`src/rtl/bxu_loader.sv`:
```
// Boot sequencer: streams a length-prefixed image into code RAM, zeroes data RAM, then releases the core.
// Code write lands one cycle after its high byte; in_ready is a state decode, so in_valid gaps simply stall.
module bxu_loader #(
  parameter int DATA_BITWIDTH    = 8,
  parameter int CODE_BITWIDTH    = 16,
  parameter int ADDR_BITWIDTH    = 16,
  parameter int CODE_DEPTH       = 4096,
  parameter int DATA_CLEAR_WORDS = 256
) (
  input  logic                     clk,
  input  logic                     rst,
  input  logic                     start,
  input  logic                     halt,
  input  logic [DATA_BITWIDTH-1:0] in_data,
  input  logic                     in_valid,
  output logic                     in_ready,
  output logic [ADDR_BITWIDTH-1:0] code_wr_addr,
  output logic [CODE_BITWIDTH-1:0] code_wr_data,
  output logic                     code_wr,
  output logic [ADDR_BITWIDTH-1:0] data_wr_addr,
  output logic [DATA_BITWIDTH-1:0] data_wr_data,
  output logic                     data_wr,
  output logic                     core_rst_n,
  output logic                     busy,
  output logic                     done,
  output logic                     err
);

  // One spare counter bit so N == 2^ADDR_BITWIDTH does not wrap.
  localparam int CW = ADDR_BITWIDTH + 1;
  localparam int LW = 2 * DATA_BITWIDTH;
  localparam logic [CW-1:0] CLR_N   = CW'(DATA_CLEAR_WORDS);
  localparam logic [LW:0]   DEPTH_L = (LW+1)'(CODE_DEPTH);

  typedef enum logic [2:0] {
    S_IDLE, S_LEN_LO, S_LEN_HI, S_CODE_LO, S_CODE_HI, S_CLEAR, S_RUN, S_ERR
  } state_t;

  state_t                   r_state;
  logic [DATA_BITWIDTH-1:0] r_len_lo;
  logic [DATA_BITWIDTH-1:0] r_code_lo;
  logic [CW-1:0]            r_len;
  logic [CW-1:0]            r_idx;
  logic [CW-1:0]            r_clr;
  logic [ADDR_BITWIDTH-1:0] r_code_addr;
  logic [CODE_BITWIDTH-1:0] r_code_data;
  logic                     r_code_wr;
  logic [ADDR_BITWIDTH-1:0] r_data_addr;
  logic                     r_data_wr;
  logic                     r_core_rst_n;
  logic                     r_busy;
  logic                     r_done;
  logic                     r_err;

  logic                     w_accept;
  logic [LW-1:0]            w_len;
  logic                     w_len_bad;
  logic [CW-1:0]            w_idx_nxt;

  assign in_ready  = (r_state == S_LEN_LO) || (r_state == S_LEN_HI) ||
                     (r_state == S_CODE_LO) || (r_state == S_CODE_HI);
  assign w_accept  = in_valid && in_ready;
  assign w_len     = {in_data, r_len_lo};
  assign w_len_bad = (w_len == '0) || ({1'b0, w_len} > DEPTH_L);
  assign w_idx_nxt = r_idx + CW'(1);

  always_ff @(posedge clk or posedge rst) begin
    if (rst) begin
      r_state      <= S_IDLE;
      r_len_lo     <= '0;
      r_code_lo    <= '0;
      r_len        <= '0;
      r_idx        <= '0;
      r_clr        <= '0;
      r_code_addr  <= '0;
      r_code_data  <= '0;
      r_code_wr    <= 1'b0;
      r_data_addr  <= '0;
      r_data_wr    <= 1'b0;
      r_core_rst_n <= 1'b0;
      r_busy       <= 1'b0;
      r_done       <= 1'b0;
      r_err        <= 1'b0;
    end else begin
      r_code_wr <= 1'b0;
      r_data_wr <= 1'b0;
      if (halt) begin
        // Clearing the strobe here also drops a code write accepted this same cycle.
        r_state      <= S_IDLE;
        r_core_rst_n <= 1'b0;
        r_done       <= 1'b0;
        r_busy       <= 1'b0;
        r_err        <= 1'b0;
      end else begin
        case (r_state)
          S_IDLE: begin
            if (start) begin
              r_state <= S_LEN_LO;
              r_busy  <= 1'b1;
            end
          end
          S_LEN_LO: begin
            if (w_accept) begin
              r_len_lo <= in_data;
              r_state  <= S_LEN_HI;
            end
          end
          S_LEN_HI: begin
            if (w_accept) begin
              if (w_len_bad) begin
                r_state <= S_ERR;
                r_err   <= 1'b1;
                r_busy  <= 1'b0;
              end else begin
                r_len   <= CW'(w_len);
                r_idx   <= '0;
                r_state <= S_CODE_LO;
              end
            end
          end
          S_CODE_LO: begin
            if (w_accept) begin
              r_code_lo <= in_data;
              r_state   <= S_CODE_HI;
            end
          end
          S_CODE_HI: begin
            if (w_accept) begin
              r_code_wr   <= 1'b1;
              r_code_addr <= r_idx[ADDR_BITWIDTH-1:0];
              r_code_data <= CODE_BITWIDTH'({in_data, r_code_lo});
              if (w_idx_nxt == r_len) begin
                r_clr   <= '0;
                r_state <= S_CLEAR;
              end else begin
                r_idx   <= w_idx_nxt;
                r_state <= S_CODE_LO;
              end
            end
          end
          S_CLEAR: begin
            // Release only after the last clear write has been issued.
            if (r_clr == CLR_N) begin
              r_state      <= S_RUN;
              r_core_rst_n <= 1'b1;
              r_done       <= 1'b1;
              r_busy       <= 1'b0;
            end else begin
              r_data_wr   <= 1'b1;
              r_data_addr <= r_clr[ADDR_BITWIDTH-1:0];
              r_clr       <= r_clr + CW'(1);
            end
          end
          S_RUN: begin
            r_state <= S_RUN;
          end
          S_ERR: begin
            if (start) begin
              r_err   <= 1'b0;
              r_busy  <= 1'b1;
              r_state <= S_LEN_LO;
            end
          end
          default: r_state <= S_IDLE;
        endcase
      end
    end
  end

  assign code_wr_addr = r_code_addr;
  assign code_wr_data = r_code_data;
  assign code_wr      = r_code_wr;
  assign data_wr_addr = r_data_addr;
  assign data_wr_data = '0;
  assign data_wr      = r_data_wr;
  assign core_rst_n   = r_core_rst_n;
  assign busy         = r_busy;
  assign done         = r_done;
  assign err          = r_err;

endmodule

```
`config.mk`:
```
export PLATFORM = sky130hd
export DESIGN_NAME = bxu_loader
export DESIGN_NICKNAME = d
export VERILOG_FILES = /design/src/rtl/bxu_loader.sv
export SDC_FILE = /design/constraint.sdc
export NUM_CORES = 1
export LEC_CHECK = 0
export ABC_AREA = 0
export CORE_ASPECT_RATIO = 1.5
export CORE_MARGIN = 3
export CORE_UTILIZATION = 62
export CTS_BUF_LIST = sky130_fd_sc_hd__clkbuf_4
export DETAILED_ROUTE_END_ITERATION = 12
export HOLD_SLACK_MARGIN = 0.12
export PLACE_DENSITY = 0.87
export SETUP_SLACK_MARGIN = 0.02
export SLEW_MARGIN = 25
export SYNTH_ARGS = -nofsm -noshare
export SYNTH_HDL_FRONTEND = slang
export SYNTH_SLANG_ARGS = --single-unit
```
`constraint.sdc`:
```
create_clock -name clk -period 12 [get_ports clk]
set_input_delay 2.4 -clock clk [delete_from_list [all_inputs] [get_ports clk]]
set_output_delay 2.4 -clock clk [all_outputs]
set_load 0.005 [all_outputs]
```
## Word-level counts from Yosys, hierarchy flattened

Index checks and enable logic that the tools add are counted.

- Input port bits: 13
- Flip-flop bits (word level): 122
- Logic and storage cells: 107
- Output and inout bits: 63

- $add $sub $neg: 2
- Eq/ne operators: 23
- Reduce and logical (&&, ||, !) cells: 25
- Order comparisons: 1
- Muxes and demuxes: 39
- Bitwise gates (word level): 3

Operators by type and width:

| cell | number |
|---|---|
| $mux 17 | 7 |
| $pmux 17 s2 | 2 |
| $add 17x1->17 const B | 2 |
| $mux 3 | 9 |
| $ne 3x3->1 const B | 7 |
| $pmux 3 s7 | 1 |
| $mux 1 | 18 |
| $eq 17x16->1 | 1 |
| $eq 17x9->1 const B | 1 |
| $gt 16x13->1 const B | 1 |
| $logic_not 16->1 | 1 |
| $eq 3x3->1 const B | 4 |
| $reduce_and 3->1 | 4 |
| $reduce_and 6->1 | 2 |
| $ne 2x2->1 const B | 5 |
| $reduce_and 5->1 | 2 |
| $reduce_and 4->1 | 2 |
| $reduce_bool 2->1 | 4 |
| $eq 3x2->1 const B | 2 |
| $logic_or 1x1->1 | 4 |
| $reduce_bool 4->1 | 1 |
| $eq 3x1->1 const B | 1 |
| $logic_not 3->1 | 1 |
| $ne 3x1->1 const B | 1 |
| 8 further kinds | 10 |

## Logic depth before layout (Yosys ltp)

Gate-level depths: netlist of run 1.

- Depth in word-level cells: 8
- Depth in mapped cells: 11
- Mapped depth without buffers: 10

## Least setup slack after synthesis of run 1

OpenSTA, ideal clock, no wires.

- Kind: input -> register
- Start: input port in_data[3]
- End: register r_idx[5]
- Data required time: 11.874 ns
- Arrival: 4.210 ns
- Path slack: 7.663 ns
- Buffers on the path: 1
- Library setup time: 0.126 ns
- Stages on the path: 8
- Path through: nor4_1 a31oi_1 nand3b_1 or4_1 clkbuf_1 nand2_1 a21boi_0 a311o_1

- Cells in the longest elaborated chain, start to end: 4
- Elaborated cells between the ends (all ways): 5
- Those cells by class: 1 x order compare; 1 x eq/ne; 3 x reduce/logical

RTL lines:

| element | RTL line | source |
|---|---|---|
| start: declaration | 14 | `input logic [DATA_BITWIDTH-1:0] in_data,` |
| $gt 16x13->1 / $logic_not 16->1 (equally long branches) | 64 | `assign w_len_bad = (w_len == '0) \|\| ({1'b0, w_len} > DEPTH_L);` |
| $logic_or 1x1->1 (*) | 64 |  |
| $ne 2x2->1 (no line) (*) | - |  |
| $reduce_and 6->1 (no line) (*) | - |  |
| end signal: assignment | 136 | `r_idx <= w_idx_nxt;` |
| end: declaration | 43 | `logic [CW-1:0] r_idx;` |

Mark *: on every way between the ends. The rest lies on a longest branch, timed or not.
A chain may end at the register's enable or synchronous reset.

## Worst setup path after layout of run 1

- Start: input port in_data[3]
- End: register r_idx[8]

The elaborated chain is that of the path after synthesis.

==> reports/summary.json, run 1 <==
{
  "timing": {
    "post-route-min-period_ns": 4.98,
    "final.period_utilization_pct": 41.5,
    "report.final.hold_viol_count": 0,
    "rsz0062_at_grt": "no",
    "tightest_slew_ns": 0.866,
    "max_slew_margin_pct": 42.1,
    "layout_setup_ws_ns": 7.02,
    "worst_hold_margin_ns": 0.482,
    "setup_viol_count_final": 0,
    "summed_negative_setup_slack_over_all_endpoints_ns": 0,
    "fmaxAchievable_mhz": 201,
    "fin_worst_skew_ns": 0.0204,
    "max_slew_violations": 0
  },
  "setup_path": {
    "cpLargestDelayFamily": "simple AND/OR/NAND/NOR gates",
    "critical_path_arrival_ns": 5.42,
    "setup.worst_path.start_class": "input pin",
    "path_buf_inv": 1,
    "delay_of_the_slowest_cell_on_the_worst_path_ns": 0.67,
    "required_ns": 12.44,
    "cp_cell_sequence": "clkdlybuf4s50_1, nor4_1, a31oi_1, nand3b_1, nor4_4, nor2_1, o21a_1, a311o_1",
    "end_kind": "register",
    "worst_path_max_delay_cell": "nor4_4",
    "worst-path-max-fanout": 14,
    "critPathKind": "input pin to register"
  },
  "detailed_routing": {
    "met3WireLength_um": 676,
    "via_count": 5385,
    "drt-pass1-iter-count": 5,
    "detail_route.wirelength_mm": 15.4,
    "remaining_antenna_violation_count_after_routing": 0,
    "via_per_instance_ratio": 6.18,
    "top_layer": "met4",
    "detail_route.drc_violations": 0,
    "drt_iter0_markers": 350,
    "routed_metal_1_wirelength_mm": 5.66,
    "routed-wl-met2_mm": 8.24,
    "drt-wirelength-per-cell_um": 17.7
  },
  "synthesis": {
    "synth_edf_count": 0,
    "adder_cell_fraction_of_synth_area_pct": 0.605,
    "postSynth.asyncResetShare_pct": 100,
    "combinational_family_with_the_most_area_after_synthesis": "simple AND/OR/NAND/NOR gates",
    "compound_cell_area_share_of_the_yosys_netlist_pct": 9.79,
    "synth_simple_gate_area_share_pct": 28.2,
    "post_synth_instance_area_um2": 6200,
    "synth-xor-area-share_pct": 3.53,
    "synth-seq-cells": 122,
    "syn-instance-count": 700,
    "synthesis.yosys.warnings": 0,
    "ys_types": 63,
    "yosys_most_used_dff": "dfrtp_1",
    "synth.mux.area_fraction_pct": 3.39,
    "ys_seq_area_share_pct": 49.2,
    "postSynthAreaPerCell_um2": 8.86
  },
  "final_layout": {
    "most-common-layout-cells": "224 x nand2_1, 122 x dfrtp_1, 67 x clkdlybuf4s50_1, 32 x nand3_1, 31 x o21ai_0",
    "final_common_cell": "nand2_1",
    "area_growth_pct": 15.4,
    "stdcell_count": 872,
    "fill_cells": 702,
    "layout-drive-gt1-share_pct": 8.73,
    "nets": 759
  },
  "cts": {
    "tritoncts_num_sinks": 122,
    "post_cts_hold_buffer_count": 0,
    "cts_post_setup_buffers_inserted": 0,
    "cts.htree.levels": 4,
    "cts-buffers-inserted": 17,
    "clock_tree.root_cell": "clkbuf_4",
    "cts_tree": "yes",
    "insertion_delay_ns": 0.56,
    "cts_max_path_buffers": 2,
    "clk_pin_slew_worst_paths_ns": 0.10,
    "post_cts_resized": 0
  },
  "job": {
    "max_cap_viol_count": 0
  },
  "global_route": {
    "antenna_violations_before_repair": 1,
    "gr_ovfl_total": 0,
    "grt_pass1_wl_mm": 25.3,
    "gr-usage-all-layers_pct": 28.8,
    "grt_pass1_vias": 5434,
    "grt_start_max_net_pins": 71
  },
  "place": {
    "port_buffers": 67,
    "post-place-cells": 839,
    "dp_worst_setup_slack_ns": 6.29,
    "gp_routability_congestion": 0.907,
    "hpwl_mm": 10.5
  },
  "floorplan": {
    "fp.dieArea_um2": 11300,
    "initial_core_util_pct": 63.6,
    "floorplan.die.width_um": 87.7,
    "vertical_extent_of_the_die_um": 128,
    "io-pin-count": 76,
    "core_um2": 9740,
    "core.rowCount": 44
  },
  "power_and_ir_drop": {
    "total_leakage_power_nw": 3.30,
    "ir_worst_vdd_v": 0.000118,
    "powerDensity_nw_per_um2": 179
  },
  "worst_hold_path": {
    "worst_min_path_class": "register to register"
  },
  "run_status": {
    "status": "completed"
  }
}
==> state kept, by name, summed over array words and instances (netlist names) <==
| name | cells |
|---|---|
| code_wr_data | 16 |
| r_state | 3 |
| r_clr | 17 |
| data_wr_addr | 16 |
| r_code_lo | 8 |
| r_len_lo | 8 |
| data_wr | 1 |
| busy | 1 |
| err | 1 |
| r_len | 16 |
| done | 1 |
| code_wr | 1 |
| code_wr_addr | 16 |
| r_idx | 17 |
==> Yosys cell counts (all sizes together) (2+ instances only) <==
| cell type | instances | area (µm²) |
|---|---|---|
| clkinv | 2 | 7.51 |
| a31oi | 11 | 68.8 |
| or2 | 2 | 12.5 |
| or3 | 7 | 43.8 |
| a311o | 5 | 50.1 |
| o211ai | 12 | 90.1 |
| buf | 27 | 161 |
| nor4b | 5 | 43.8 |
| inv | 10 | 37.5 |
| nand2 | 224 | 841 |
| clkbuf | 30 | 115 |
| nand2b | 3 | 18.8 |
| a21oi | 8 | 40.0 |
| o21ai | 34 | 170 |
| o2111a | 2 | 22.5 |
| and2 | 7 | 43.8 |
| nor2b | 2 | 12.5 |
| o311ai | 2 | 17.5 |
| ha | 3 | 37.5 |
| nand3 | 34 | 188 |
| nor4 | 15 | 139 |
| o31ai | 2 | 15.0 |
| a21boi | 3 | 22.5 |
| mux2i | 3 | 30.0 |
| nor3 | 18 | 90.1 |
| xnor2 | 17 | 149 |
| dfrtp | 122 | 3050 |
| and4 | 4 | 35.0 |
| mux2 | 16 | 180 |
| nand4 | 5 | 46.3 |
| nor2 | 22 | 82.6 |
| and3 | 9 | 56.3 |
| xor2 | 8 | 70.1 |
| or4 | 9 | 71.3 |
==> area by class of cell <==
type | instances | area [µm²] | share of cell area (%)
antenna | 1 | 2.50 | 0.0350
clock buffer | 18 | 135 | 1.89
clock inverter | 14 | 179 | 2.50
inverter | 12 | 47.5 | 0.665
multi-input combinational | 516 | 2870 | 40.1
sequential | 122 | 3050 | 42.7
tap | 115 | 144 | 2.01
timing repair buffer | 74 | 723 | 10.1
==> final timing paths <==
path,startpoint,slack [ns],cells past startpoint,endpoint
worst max register to register,r_idx[0]$_DFFE_PP0P_,7.98,8,r_clr[7]$_DFFE_PP0P_
worst min-delay path,code_wr_addr[7]$_DFFE_PP0P_,0.48,2,code_wr_addr[7]$_DFFE_PP0P_
worst min register to register,code_wr_addr[7]$_DFFE_PP0P_,0.48,2,code_wr_addr[7]$_DFFE_PP0P_
min in group asynchronous,rst,2.28,2,code_wr_data[3]$_DFFE_PP0P_
max in group asynchronous,rst,8.39,3,r_idx[2]$_DFFE_PP0P_
worst max-delay path,in_data[3],7.02,8,r_idx[8]$_DFFE_PP0P_
==> metrics by stage <==
| step | cell area, µm² | power (W) | util (%) |
|---|---|---|---|
| after floorplan | 6230 | 0.000803 | - |
| after global placement | 6830 | 0.000935 | 70.1 |
| after detailed placement | 6830 | 0.000958 | 70.1 |
| after CTS | 7140 | 0.00128 | 73.3 |
| after global routing | 7150 | 0.00135 | 73.4 |
| final | 7150 | 0.00128 | 73.4 |
==> power breakdown <==
part	internal [W]	total (W)	switching [W]
registers	0.000512	0.000639	0.000128
clock network	0.000164	0.000321	0.000157
logic	0.000171	0.000319	0.000148
total	0.000847	0.00128	0.000433
==> worst reg2reg max path, stage by stage, from the launching register on <==
cell and delay (ns):
dfrtp_1 0.58, ha_1 0.30, nand3_1 0.37, or4_1 0.72, xnor2_1 0.20, nand3_1 0.14, nor4_4 0.57, and2_0 0.77
o21ai_0 0.23
==> metal layers <==
layer	vias up	GRT usage, %
li1	2474	-
met1	2626	32.0
met2	199	48.9
met3	86	5.64
met4	0	19.2
met5	-	0
==> cells by family (layout without fill, tap and decap cells) <==
kind of cell | count (synthesis) | after routing
AOI/OAI and AO/OA | 92 | 92
xor gates and xnor gates | 25 | 25
adders and majority gates | 3 | 3
buffers and inverters | 69 | 118
DFF | 122 | 122
muxes | 19 | 19
other | 1 | 9
and+or+nand+nor | 369 | 369
(Power assumes the default switching activity.)
==> run 2: changes to the inputs <==
--- a/config.mk
+++ b/config.mk
@@ -8,11 +8,11 @@
 export ABC_AREA = 0
 export CORE_ASPECT_RATIO = 1.5
 export CORE_MARGIN = 3
-export CORE_UTILIZATION = 62
+export CORE_UTILIZATION = 58
 export CTS_BUF_LIST = sky130_fd_sc_hd__clkbuf_4
 export DETAILED_ROUTE_END_ITERATION = 12
 export HOLD_SLACK_MARGIN = 0.12
-export PLACE_DENSITY = 0.87
+export PLACE_DENSITY = 0.82
 export SETUP_SLACK_MARGIN = 0.02
 export SLEW_MARGIN = 25
 export SYNTH_ARGS = -nofsm -noshare
==> constraint.sdc (replaced) <==
create_clock -name clk -period 4.6 [get_ports clk]
set_input_delay 0.92 -clock clk [delete_from_list [all_inputs] [get_ports clk]]
set_output_delay 0.92 -clock clk [all_outputs]
set_load 0.005 [all_outputs]
==> reports/summary.json, run 2 (synthesized netlist as in run 1, its figures left out) <==
{
  "cts": {
    "clk_pin_slew_worst_paths_ns": 0.11,
    "cts_max_path_buffers": 2,
    "cts.htree.levels": 4,
    "post_cts_hold_buffer_count": 0,
    "tritoncts_num_sinks": 122,
    "insertion_delay_ns": 0.53,
    "post_cts_resized": 0,
    "clock_tree.root_cell": "clkbuf_4",
    "cts-buffers-inserted": 17,
    "cts_post_setup_buffers_inserted": 0,
    "cts_tree": "yes"
  },
  "setup_path": {
    "ff2ff_path_depth": 10,
    "delay_of_the_slowest_cell_on_the_worst_path_ns": 0.85,
    "critical_path_arrival_ns": 4.11,
    "r2r_end": "r_clr[5]$_DFFE_PP0P_",
    "cp_cell_sequence": "ha_1, nand3_1, nor4_1, xnor2_1, nand3_1, nor4_4, buf_4, and2_0, buf_4, o21ai_0",
    "worst-path-max-fanout": 33,
    "worst_path_max_delay_cell": "nor4_1",
    "setup.worst_path.start_class": "register",
    "critPathKind": "register to register",
    "end_kind": "register",
    "required_ns": 5.00,
    "ff2ff_setup_slack_ns": 0.89,
    "r2r_start": "r_idx[0]$_DFFE_PP0P_"
  },
  "final_layout": {
    "regArea_um2": 3050,
    "multiInputGateArea_um2": 2860,
    "area_growth_pct": 15.5,
    "num_antenna_cells": 0,
    "fill_cells": 814,
    "most-common-layout-cells": "224 x nand2_1, 122 x dfrtp_1, 67 x clkdlybuf4s50_1, 32 x nand3_1, 31 x o21ai_0",
    "layout-drive-gt1-share_pct": 9.25,
    "nets": 761,
    "post-route-cell-area_um2": 7160,
    "largest_registers": "r_clr (17), r_idx (17)",
    "final_common_cell": "nand2_1"
  },
  "timing": {
    "post-route-min-period_ns": 3.71,
    "tightest_slew_ns": 0.864,
    "fin_worst_skew_ns": 0.0177,
    "fmaxAchievable_mhz": 270,
    "max_slew_violations": 0,
    "max_slew_margin_pct": 41.8,
    "setup_viol_count_final": 0,
    "summed_negative_setup_slack_over_all_endpoints_ns": 0,
    "layout_setup_ws_ns": 0.892,
    "worst_hold_margin_ns": 0.473,
    "final.period_utilization_pct": 80.6,
    "report.final.hold_viol_count": 0,
    "rsz0062_at_grt": "no"
  },
  "place": {
    "port_buffers": 67,
    "dp_worst_setup_slack_ns": 0.781,
    "detailed_place.area_um2": 6890,
    "hpwl_mm": 10.4,
    "gp_routability_congestion": 0.925
  },
  "detailed_routing": {
    "remaining_antenna_violation_count_after_routing": 0,
    "drt-pass1-iter-count": 5,
    "drt_iter0_markers": 399,
    "via_per_instance_ratio": 5.80,
    "via_count": 5205,
    "detail_route.drc_violations": 0,
    "detail_route.wirelength_mm": 14.9,
    "drt-wirelength-per-cell_um": 16.6
  },
  "job": {
    "max_cap_viol_count": 0
  },
  "global_route": {
    "gr_ovfl_total": 0,
    "grt_pass1_vias": 5147,
    "gr-usage-all-layers_pct": 25.8,
    "antenna_violations_before_repair": 0,
    "grt_pass1_wl_mm": 25.0,
    "grt_start_max_net_pins": 123
  },
  "run_status": {
    "status": "completed"
  },
  "worst_hold_path": {
    "worst_min_path_class": "register to register",
    "min_delay_path_depth": 2,
    "hold_path_startpoint": "r_code_lo[7]$_DFFE_PP0P_",
    "timing.hold.worst_endpoint": "code_wr_data[7]$_DFFE_PP0P_"
  },
  "power_and_ir_drop": {
    "total_leakage_power_nw": 3.31,
    "ir_worst_vdd_v": 0.000354,
    "powerDensity_nw_per_um2": 447
  },
  "floorplan": {
    "initial_core_util_pct": 60.2,
    "floorplan.die.width_um": 90.4,
    "core_um2": 10300,
    "core.rowCount": 45,
    "fp.dieArea_um2": 12000,
    "vertical_extent_of_the_die_um": 133,
    "io-pin-count": 76
  }
}
-- run 2: changes by cell type in the layout (fill, tap and decap cells not counted), sizes merged --
cell | previous run | this run
clkinv | 7 | 8
bufinv | 4 | 2
clkinvlp | 5 | 4
diode | 1 | 0
buf | 7 | 9
clkbuf | 18 | 19
-- run 2: metrics by stage --
step / power, W / cells / utilization, %
after floorplan: 0.00209 / 707 / -
after global placement: 0.00244 / 867 / 66.8
after detailed placement: 0.00249 / 867 / 66.8
after CTS: 0.00321 / 898 / 69.5
after global routing: 0.00341 / 898 / 69.5
final: 0.00320 / 898 / 69.5
-- run 2: per-layer routing --
layer	wire (µm)	vias up	global-route usage (%)
met5	0	-	0
met4	459	0	9.88
met2	7960	173	46.4
met1	5860	2522	30.2
met3	584	37	5.40
li1	-	2473	-
-- run 2: report_power, final --
part | internal, W | switching, W
Combinational | 0.000446 | 0.000381
Clock | 0.000328 | 0.000404
Sequential | 0.00134 | 0.000309
-- run 2: area by class of cell --
type	instances	area share [%]
sequential	122	42.6
multi-input combinational	516	40.0
timing repair buffer	76	10.5
tap	141	2.46
clock buffer	19	1.99
clock inverter	12	1.78
inverter	12	0.664
-- run 2: worst max path at each step --
stage                                     from               endpoint  slack (ns)  cells after the start
after floorplan                            rst       busy$_DFFE_PP0P_        0.44                      1
after global placement              in_data[0]   r_idx[7]$_DFFE_PP0P_        0.86                      8
after detailed placement            in_data[3]  r_idx[12]$_DFFE_PP0P_        0.78                      8
after CTS                 r_idx[0]$_DFFE_PP0P_   r_clr[9]$_DFFE_PP0P_        0.89                     10
after global routing      r_idx[0]$_DFFE_PP0P_   r_clr[2]$_DFFE_PP0P_        0.65                     10
final                     r_idx[0]$_DFFE_PP0P_   r_clr[5]$_DFFE_PP0P_        0.89                     10
-- run 2: worst max-delay path: cells and delay by family, from the launching register on --
family / cells / cell delay [ns]
AND/OR/NAND/NOR: 5 / 1.81
buffers and inverters: 2 / 0.58
AO/OA/AOI/OAI: 1 / 0.14
XOR/XNOR: 1 / 0.20
adder cells (fa/ha/maj): 1 / 0.29
flip-flops: 1 / 0.53
